--- config.mk ---
export PLATFORM = sky130hd
export DESIGN_NAME = pipe_skid_stage
export DESIGN_NICKNAME = d
export VERILOG_FILES = /design/src/rtl/pipe_pkg.sv /design/src/rtl/pipe_sat_counter.sv /design/src/rtl/pipe_skid_stage.sv
export SDC_FILE = /design/constraint.sdc
export NUM_CORES = 1
export LEC_CHECK = 0
export ABC_AREA = 0
export CAP_MARGIN = 10
export CORE_MARGIN = 2
export CORE_UTILIZATION = 41
export CTS_CLUSTER_DIAMETER = 50
export DETAILED_ROUTE_END_ITERATION = 8
export GPL_TIMING_DRIVEN = 0
export PLACE_DENSITY_LB_ADDON = 0.12
export SYNTH_ARGS = -nofsm -noshare
export SYNTH_HDL_FRONTEND = slang
export SYNTH_SLANG_ARGS = --single-unit
export TNS_END_PERCENT = 30
--- constraint.sdc ---
create_clock -name clk -period 3.1 [get_ports clk]
set_input_delay 0.465 -clock clk [delete_from_list [all_inputs] [get_ports clk]]
set_output_delay 0.465 -clock clk [all_outputs]
set_load 0.005 [all_outputs]
--- src/rtl/pipe_pkg.sv ---
// Shared types for the elastic pipeline stage registers: FSM state encoding,
// the NOP bubble value, and the per-stage payload bundles.
package pipe_pkg;

  typedef enum logic [1:0] {
    ST_EMPTY = 2'd0,
    ST_ONE   = 2'd1,
    ST_FULL  = 2'd2
  } pipe_state_e;

  localparam logic [31:0] RV_NOP = 32'h00000013;

  typedef struct packed {
    logic [31:0] pc;
    logic [31:0] instr;
  } if_id_t;

  typedef struct packed {
    logic [31:0] pc;
    logic [31:0] rs1_val;
    logic [31:0] rs2_val;
    logic [31:0] imm;
    logic [4:0]  rd;
    logic [3:0]  alu_op;
    logic        mem_rd;
    logic        mem_wr;
    logic        reg_wr;
  } id_ex_t;

  typedef struct packed {
    logic [31:0] alu_res;
    logic [31:0] store_data;
    logic [4:0]  rd;
    logic        mem_rd;
    logic        mem_wr;
    logic        reg_wr;
  } ex_mem_t;

  typedef struct packed {
    logic [31:0] wb_data;
    logic [4:0]  rd;
    logic        reg_wr;
  } mem_wb_t;

endpackage

--- src/rtl/pipe_sat_counter.sv ---
// Saturating up-counter with synchronous clear; clear wins over increment.
module pipe_sat_counter #(
  parameter int unsigned CNT_W = 16
) (
  input  logic             clk,
  input  logic             rst_n,
  input  logic             inc,
  input  logic             clr,
  output logic [CNT_W-1:0] cnt
);

  always_ff @(posedge clk or negedge rst_n) begin
    if (!rst_n) begin
      cnt <= '0;
    end else if (clr) begin
      cnt <= '0;
    end else if (inc && (cnt != {CNT_W{1'b1}})) begin
      cnt <= cnt + CNT_W'(1);
    end
  end

endmodule

--- src/rtl/pipe_skid_stage.sv ---
// Elastic pipeline register: valid/ready handshake with a 2-entry skid buffer,
// flush-to-bubble and a saturating stall counter.
//
//   state    | meaning
//   ST_EMPTY | nothing held, out_data = BUBBLE, in_ready = 1
//   ST_ONE   | main register valid, skid empty, in_ready = 1
//   ST_FULL  | main and skid valid, in_ready = 0
module pipe_skid_stage
  import pipe_pkg::*;
#(
  parameter int unsigned WIDTH  = 32,
  parameter logic [31:0] BUBBLE = RV_NOP,
  parameter int unsigned CNT_W  = 16
) (
  input  logic             clk,
  input  logic             rst_n,
  input  logic             in_valid,
  output logic             in_ready,
  input  logic [WIDTH-1:0] in_data,
  output logic             out_valid,
  input  logic             out_ready,
  output logic [WIDTH-1:0] out_data,
  input  logic             flush,
  input  logic             clr_stats,
  output logic [1:0]       occupancy,
  output logic [CNT_W-1:0] stall_cnt
);

  localparam logic [WIDTH-1:0] BUBBLE_W = WIDTH'(BUBBLE);

  pipe_state_e      state;
  logic [WIDTH-1:0] skid_data;
  logic             accept;
  logic             pop;

  assign accept    = in_valid & in_ready;
  assign pop       = out_valid & out_ready;
  assign occupancy = state;

  // in_ready and out_valid are kept as flops so no combinational path
  // crosses the stage in either direction.
  always_ff @(posedge clk or negedge rst_n) begin
    if (!rst_n) begin
      state     <= ST_EMPTY;
      out_data  <= BUBBLE_W;
      skid_data <= '0;
      out_valid <= 1'b0;
      in_ready  <= 1'b1;
    end else if (flush) begin
      state     <= ST_EMPTY;
      out_data  <= BUBBLE_W;
      out_valid <= 1'b0;
      in_ready  <= 1'b1;
    end else begin
      case (state)
        ST_EMPTY: begin
          if (accept) begin
            state     <= ST_ONE;
            out_data  <= in_data;
            out_valid <= 1'b1;
          end
        end
        ST_ONE: begin
          if (accept && pop) begin
            out_data <= in_data;
          end else if (accept) begin
            state     <= ST_FULL;
            skid_data <= in_data;
            in_ready  <= 1'b0;
          end else if (pop) begin
            state     <= ST_EMPTY;
            out_data  <= BUBBLE_W;
            out_valid <= 1'b0;
          end
        end
        ST_FULL: begin
          if (pop) begin
            state    <= ST_ONE;
            out_data <= skid_data;
            in_ready <= 1'b1;
          end
        end
        default: begin
          state     <= ST_EMPTY;
          out_data  <= BUBBLE_W;
          out_valid <= 1'b0;
          in_ready  <= 1'b1;
        end
      endcase
    end
  end

  pipe_sat_counter #(
    .CNT_W (CNT_W)
  ) u_stall_cnt (
    .clk   (clk),
    .rst_n (rst_n),
    .inc   (out_valid & ~out_ready & ~flush),
    .clr   (clr_stats),
    .cnt   (stall_cnt)
  );

endmodule

After elaboration in Yosys (flattened, before gate mapping)
Index checks and enable logic that the tools add are counted.
{"block": "totals", "regBits": 84, "in_bits": 38, "out_inout_bits": 52, "word_cells": 64}
{"block": "op_classes", "add_sub_neg": 1, "n_eq_ne": 14, "mux": 27, "n_bitwise": 7, "n_reduce_logical": 9}
{"operator": "$mux 32", "n": 6}
{"operator": "$pmux 32 s3", "n": 1}
{"operator": "$mux 16", "n": 2}
{"operator": "$ne 3x3->1 const B", "n": 6}
{"operator": "$add 16x1->16 const B", "n": 1}
{"operator": "$ne 16x16->1 const B", "n": 1}
{"operator": "$reduce_and 4->1", "n": 4}
{"operator": "$mux 2", "n": 6}
{"operator": "$ne 4x4->1 const B", "n": 3}
{"operator": "$mux 1", "n": 9}
{"operator": "$pmux 1 s3", "n": 2}
{"operator": "$pmux 2 s3", "n": 1}
{"operator": "$reduce_and 5->1", "n": 1}
{"operator": "$and 1x1->1", "n": 4}
{"operator": "$ne 2x2->1 const B", "n": 2}
{"operator": "$not 1->1", "n": 3}
{"operator": "$eq 2x1->1 const B", "n": 1}
{"operator": "$eq 2x2->1 const B", "n": 1}
{"operator": "$logic_and 1x1->1", "n": 2}
{"operator": "$logic_not 2->1", "n": 1}
{"operator": "$reduce_bool 2->1", "n": 1}

Depth between registers and ports, before layout
{"block": "depth", "depth_word": 6, "ltp_mapped": 6, "mapped_depth_nobuf": 5}

Hierarchy
Synthesis repeated with hierarchy kept, for this count alone.
{"block": "hier_totals", "hier_cells": 416, "hier_area_um2": 4436.8}
{"mod": "pipe_skid_stage", "instances": 1, "cells_per_inst": 318, "area_per_inst_um2": 3494.6, "seq_area_each_um2": 1706.6}
{"mod": "pipe_sat_counter", "instances": 1, "cells_per_inst": 98, "area_per_inst_um2": 942.2, "seq_area_each_um2": 400.4}

Least setup slack after synthesis
No wires, ideal clock.
{"block": "synth_path", "path_type": "input to register", "startpoint": "input port flush", "endpoint": "register u_stall_cnt.cnt[11]", "arrival_ns": 2.128, "t_required_ns": 3.022, "path_slack_ns": 0.894, "path_stages": 5, "cell_sequence": "buf_2 > or3b_1 > or4_4 > or4_1 > a21oi_1"}
{"block": "synth_between", "elab_chain_len": 4}
{"item": "start, declared", "line": "pipe_skid_stage.sv:23", "text": "input logic flush,"}
{"item": "$not 1->1 (no source line)"}
{"item": "$and 1x1->1", "line": "pipe_skid_stage.sv:98", "text": ".inc (out_valid & ~out_ready & ~flush),"}
{"item": "$logic_and 1x1->1", "line": "pipe_sat_counter.sv:17", "text": "end else if (inc && (cnt != {CNT_W{1'b1}})) begin"}
{"item": "$reduce_bool 2->1 (no source line)"}
{"item": "end signal, assigned", "line": "pipe_sat_counter.sv:18", "text": "cnt <= cnt + CNT_W'(1);"}
{"item": "end, declared", "line": "pipe_sat_counter.sv:9", "text": "output logic [CNT_W-1:0] cnt"}
No other way between the ends.
A chain may end at the register's enable or synchronous reset.

Worst setup path after layout
{"block": "layout_path", "startpoint": "register u_stall_cnt.cnt[0]", "endpoint": "register u_stall_cnt.cnt[0]"}
{"block": "layout_between", "elab_chain_len": 3, "elab_cells_between_ends": 6, "cone_classes": "add/sub: 1; eq/ne: 1; mux: 2; reduce/logical: 2"}
{"item": "$add 16x1->16 or $ne 16x16->1 (tied branches)", "line": "pipe_sat_counter.sv:18, pipe_sat_counter.sv:17"}
{"item": "$mux 16 or $logic_and 1x1->1 (tied branches)", "line": "pipe_sat_counter.sv:17"}
{"item": "$mux 16 or $reduce_bool 2->1 (tied branches)"}
Several ways; a longest one is shown, not always the timed one. The select of a mux whose other input is x is not followed.

==> impl_results.md <==
* Run status: complete, no violations
* Clk buf depth at 2
* DPL Wire Length at ~6200 um
* Synth Area in Compound Gates at 0.205
* Primary FF master, synth: dfrtp_1
* Tcrit/Tclk final at 0.827
* Clk Latency, worst-skew pair at roughly 350 ps
* Fin util at 0.571
* Leakage power at 2.05 nW
* Synthesized area at 3760 um2
* Comb power frac at 0.258
* CTS tree: yes
* Final instance area at slightly above 5000 um2
* M2 GR Usage at 0.297
* Post-CTS setup buffers at 0
* Flop pwr share at 0.476
* P_sw at 0.941 mW
* Vias after detailed routing at 3,031
* DRC errors left at 0
* Post-Synth Adder-Cell Area at 0.00333
* Filler cells at about 800
* Asr flop ratio synth at 1.00
* Initial antenna violation count at 0
* CP endpoint kind: register
* Post-layout min period at between 2000 and 3000 ps
* Final #Nets at between 400 and 500
* Final WL at just over 9000 um
* Post-synthesis sequential area ratio at 0.560
* Final Max Slew Viols at 0
* Largest net degree at the start of global routing at 64
* Arr. time, crit path at between 2000 and 3000 ps
* Main combinational cell family by area after synthesis: compound AO/OA/AOI/OAI gates
* Slew headroom at 0.425
* Seq cells post-synth at between 80 and 90
* Die area at 9960 um2
* Worst path top cell family by delay: simple AND/OR/NAND/NOR gates
* Measured slew at the worst slew-check pin at approximately 860 ps
* FF/Latch Area at 2110 um2
* Power, Total at approximately 3.3 mW
* Vias/cell at 5.68
* RR Startpoint: u_stall_cnt.cnt[0]
* Clock power share at 0.266
* Hold WC Path Type: in2reg
* Setup Crit Path Kind: reg2reg
* Post-Synth XOR/XNOR Area at 0.00233
* Sw frac at 0.285
* Mux cell area share after synthesis at 0.0928
* GP Congestion at approximately 0.76
* Fin Clk Skew at 7.74 ps
* CP Max Fanout at 10
* Bufs and invs on worst path at 1
* Fin Hold WS at roughly 380 ps
* Largest stage delay, worst path at between 800 and 900 ps
* Std cell rows at 34
* Max cap viols at 0
* Top-Level Pins at 90
* Antenna-violating nets left at 0
* EDFF count, synth at 0
* CP Cell Sequence: ha_1 > nand4_1 > nor4_1 > clkbuf_1 > o21ai_0 > a21oi_1
* Distinct cells, synth at between 40 and 50
* Grt met3 use at 0.0599
* CTS Buf Count at 9
* Peak supply drop at around 390 uV
* Critical Path RT at 3370 ps
* Starting Density at 0.427
* Global routing's busiest layer: met2
* Post-synth top area cell: dfrtp_1
* Internal Power at 2.36 mW
* Post-CTS Resized at 0
* Final Hold Fails at 0
* Total GRT Usage at 0.188
* RSZ-0062 raised after global routing: false
* Synth top area cells: dfrtp_1, mux2_2, o2bb2ai_1
* Ys Warns at 0
* Layout cell share with drive strength beyond 1 at 0.136
* Critical Path Source: u_stall_cnt.cnt[0]
* Starting DRC count in detailed routing at 112
* Die Height at 99.8 um
* CP startpoint kind: register
* Port buffer count at 87
* Met1 usage at 0.249
* Worst-path clk slew at 80 ps
* Pre-CTS setup slack at 158 ps
* # H-tree levels at 3
* Routed len/inst at 17.0 um
* Multi-input logic area at 1530 um2
* Core area at between 8000 and 9000 um2
* Ant diodes at 0
* Post-CTS Hold Fix Bufs at 1
* Synthesized area per cell at 11.7 um2
* Final Setup Violations at 0
* Root buffer selected by CTS: clkbuf_8
* Synth Area in Simple Gates at 0.103
* Cells after synthesis at around 320
* Die span in x at approximately 100 um
* Reg2reg end: u_stall_cnt.cnt[0]
* Grt total ovfl at 0
* R2R Setup Slk at about 540 ps
* Number of cells on the critical path at 6
* Synthesized Nets at between 300 and 400
* Drt pass-1 iters at 4
* Pwr Density at about 660 nW/um2
* Setup WS post-layout at about 540 ps
* Area Growth Syn to Fin at 33.7%
* Yosys top cell area share at 0.532
* F_max at around 400 MHz
* R2R cell count at 6
* Vias in the first global route at 2,993
* Dpl cell area at between 4000 and 5000 um2
* CTS sink cnt at 84
* CP Capture Point: u_stall_cnt.cnt[0]
* First-pass GRT wire length at about 15,000 um
* Slowest cell on crit path: nor4_1
synth_stat cells (2+ instances only):
| cell type | instances |
|---|---|
| nor4_1 | 5 |
| nand2_1 | 9 |
| a22oi_1 | 30 |
| inv_1 | 11 |
| a2bb2oi_1 | 3 |
| and4_1 | 3 |
| a21oi_1 | 22 |
| nor3_1 | 6 |
| dfrtp_1 | 80 |
| mux2_2 | 31 |
| or3_1 | 5 |
| dfstp_2 | 4 |
| o21ai_0 | 8 |
| o31ai_1 | 5 |
| o22ai_1 | 2 |
| nor2b_1 | 4 |
| nor2_1 | 6 |
| nand3_1 | 6 |
| clkbuf_1 | 18 |
| nand4_1 | 5 |
| or4_1 | 4 |
| o2bb2ai_1 | 29 |
final cells by class:
cell class / instances / area share
multi-input combinational: 205 / 0.304
sequential: 84 / 0.419
clock buffer: 11 / 0.0281
inverter: 11 / 0.00821
tap: 108 / 0.0269
buffer: 21 / 0.0167
clock inverter: 5 / 0.0167
timing repair buffer: 89 / 0.180
registers in the layout, indices dropped and copies added, names as in the netlist:
register	flops
occupancy	2
skid_data	32
out_data	32
out_valid	1
in_ready	1
u_stall_cnt.cnt	16
power groups by stage:
stage | clock [mW] | combinational (mW) | sequential [mW]
detailed placement | 0 | 0.860 | 1.59
global route | 0.946 | 0.939 | 1.61
global placement | 0 | 0.836 | 1.58
CTS | 0.905 | 0.867 | 1.57
floorplan | 0 | 0.469 | 1.56
finish | 0.878 | 0.854 | 1.57
worst register-to-register path: stages, from the launching register on:
cell and delay (ps):
dfrtp_1 440, ha_1 220, nand4_1 290, nor4_1 830
clkbuf_1 390, o21ai_0 160, a21oi_1 160
kinds of logic after synthesis:
| group | Yosys count |
|---|---|
| compound gates | 107 |
| simple gates | 65 |
| mux | 31 |
| buf+inv | 32 |
| fa+ha+maj | 1 |
| xor+xnor | 1 |
| flops | 84 |
through the flow:
stage	std cells	TNS, ps
CTS	534	0
finish	534	0
global placement	516	-125280
detailed placement	517	0
floorplan	321	0
global route	534	0
how the worst min path moves through the flow:
stage / startpoint / end / slack, ps / cells past startpoint
floorplan: rst_n / occupancy[0] / 170 / 0
global placement: out_data[0] / out_data[0] / 450 / 2
detailed placement: rst_n / u_stall_cnt.cnt[14] / 380 / 1
CTS: flush / occupancy[0] / 360 / 2
global route: flush / occupancy[0] / 380 / 2
finish: flush / occupancy[0] / 380 / 2
placed cells by master (no fill, tap or decap), types with 2 or more instances in the layout:
cell and count:
a21oi_1 22, a22oi_1 30, a2bb2oi_1 3, and4_1 3, buf_4 2, bufinv_16 2, clkbuf_1 19, clkbuf_8 10
clkdlybuf4s50_1 86, clkinvlp_4 2, dfrtp_1 80, dfstp_2 4, inv_1 11, mux2_2 31, nand2_1 9, nand3_1 6
nand4_1 5, nor2_1 6, nor2b_1 4, nor3_1 6, nor4_1 5, o21ai_0 8, o22ai_1 2, o2bb2ai_1 29
o31ai_1 5, or3_1 5, or4_1 4
metal layers:
metal	wire length, um	share of wire
met5	0	0
met4	74	0.0082
met3	507	0.056
met2	4310	0.48
met1	4170	0.46
Note: power is estimated with default switching activity, not from simulation.
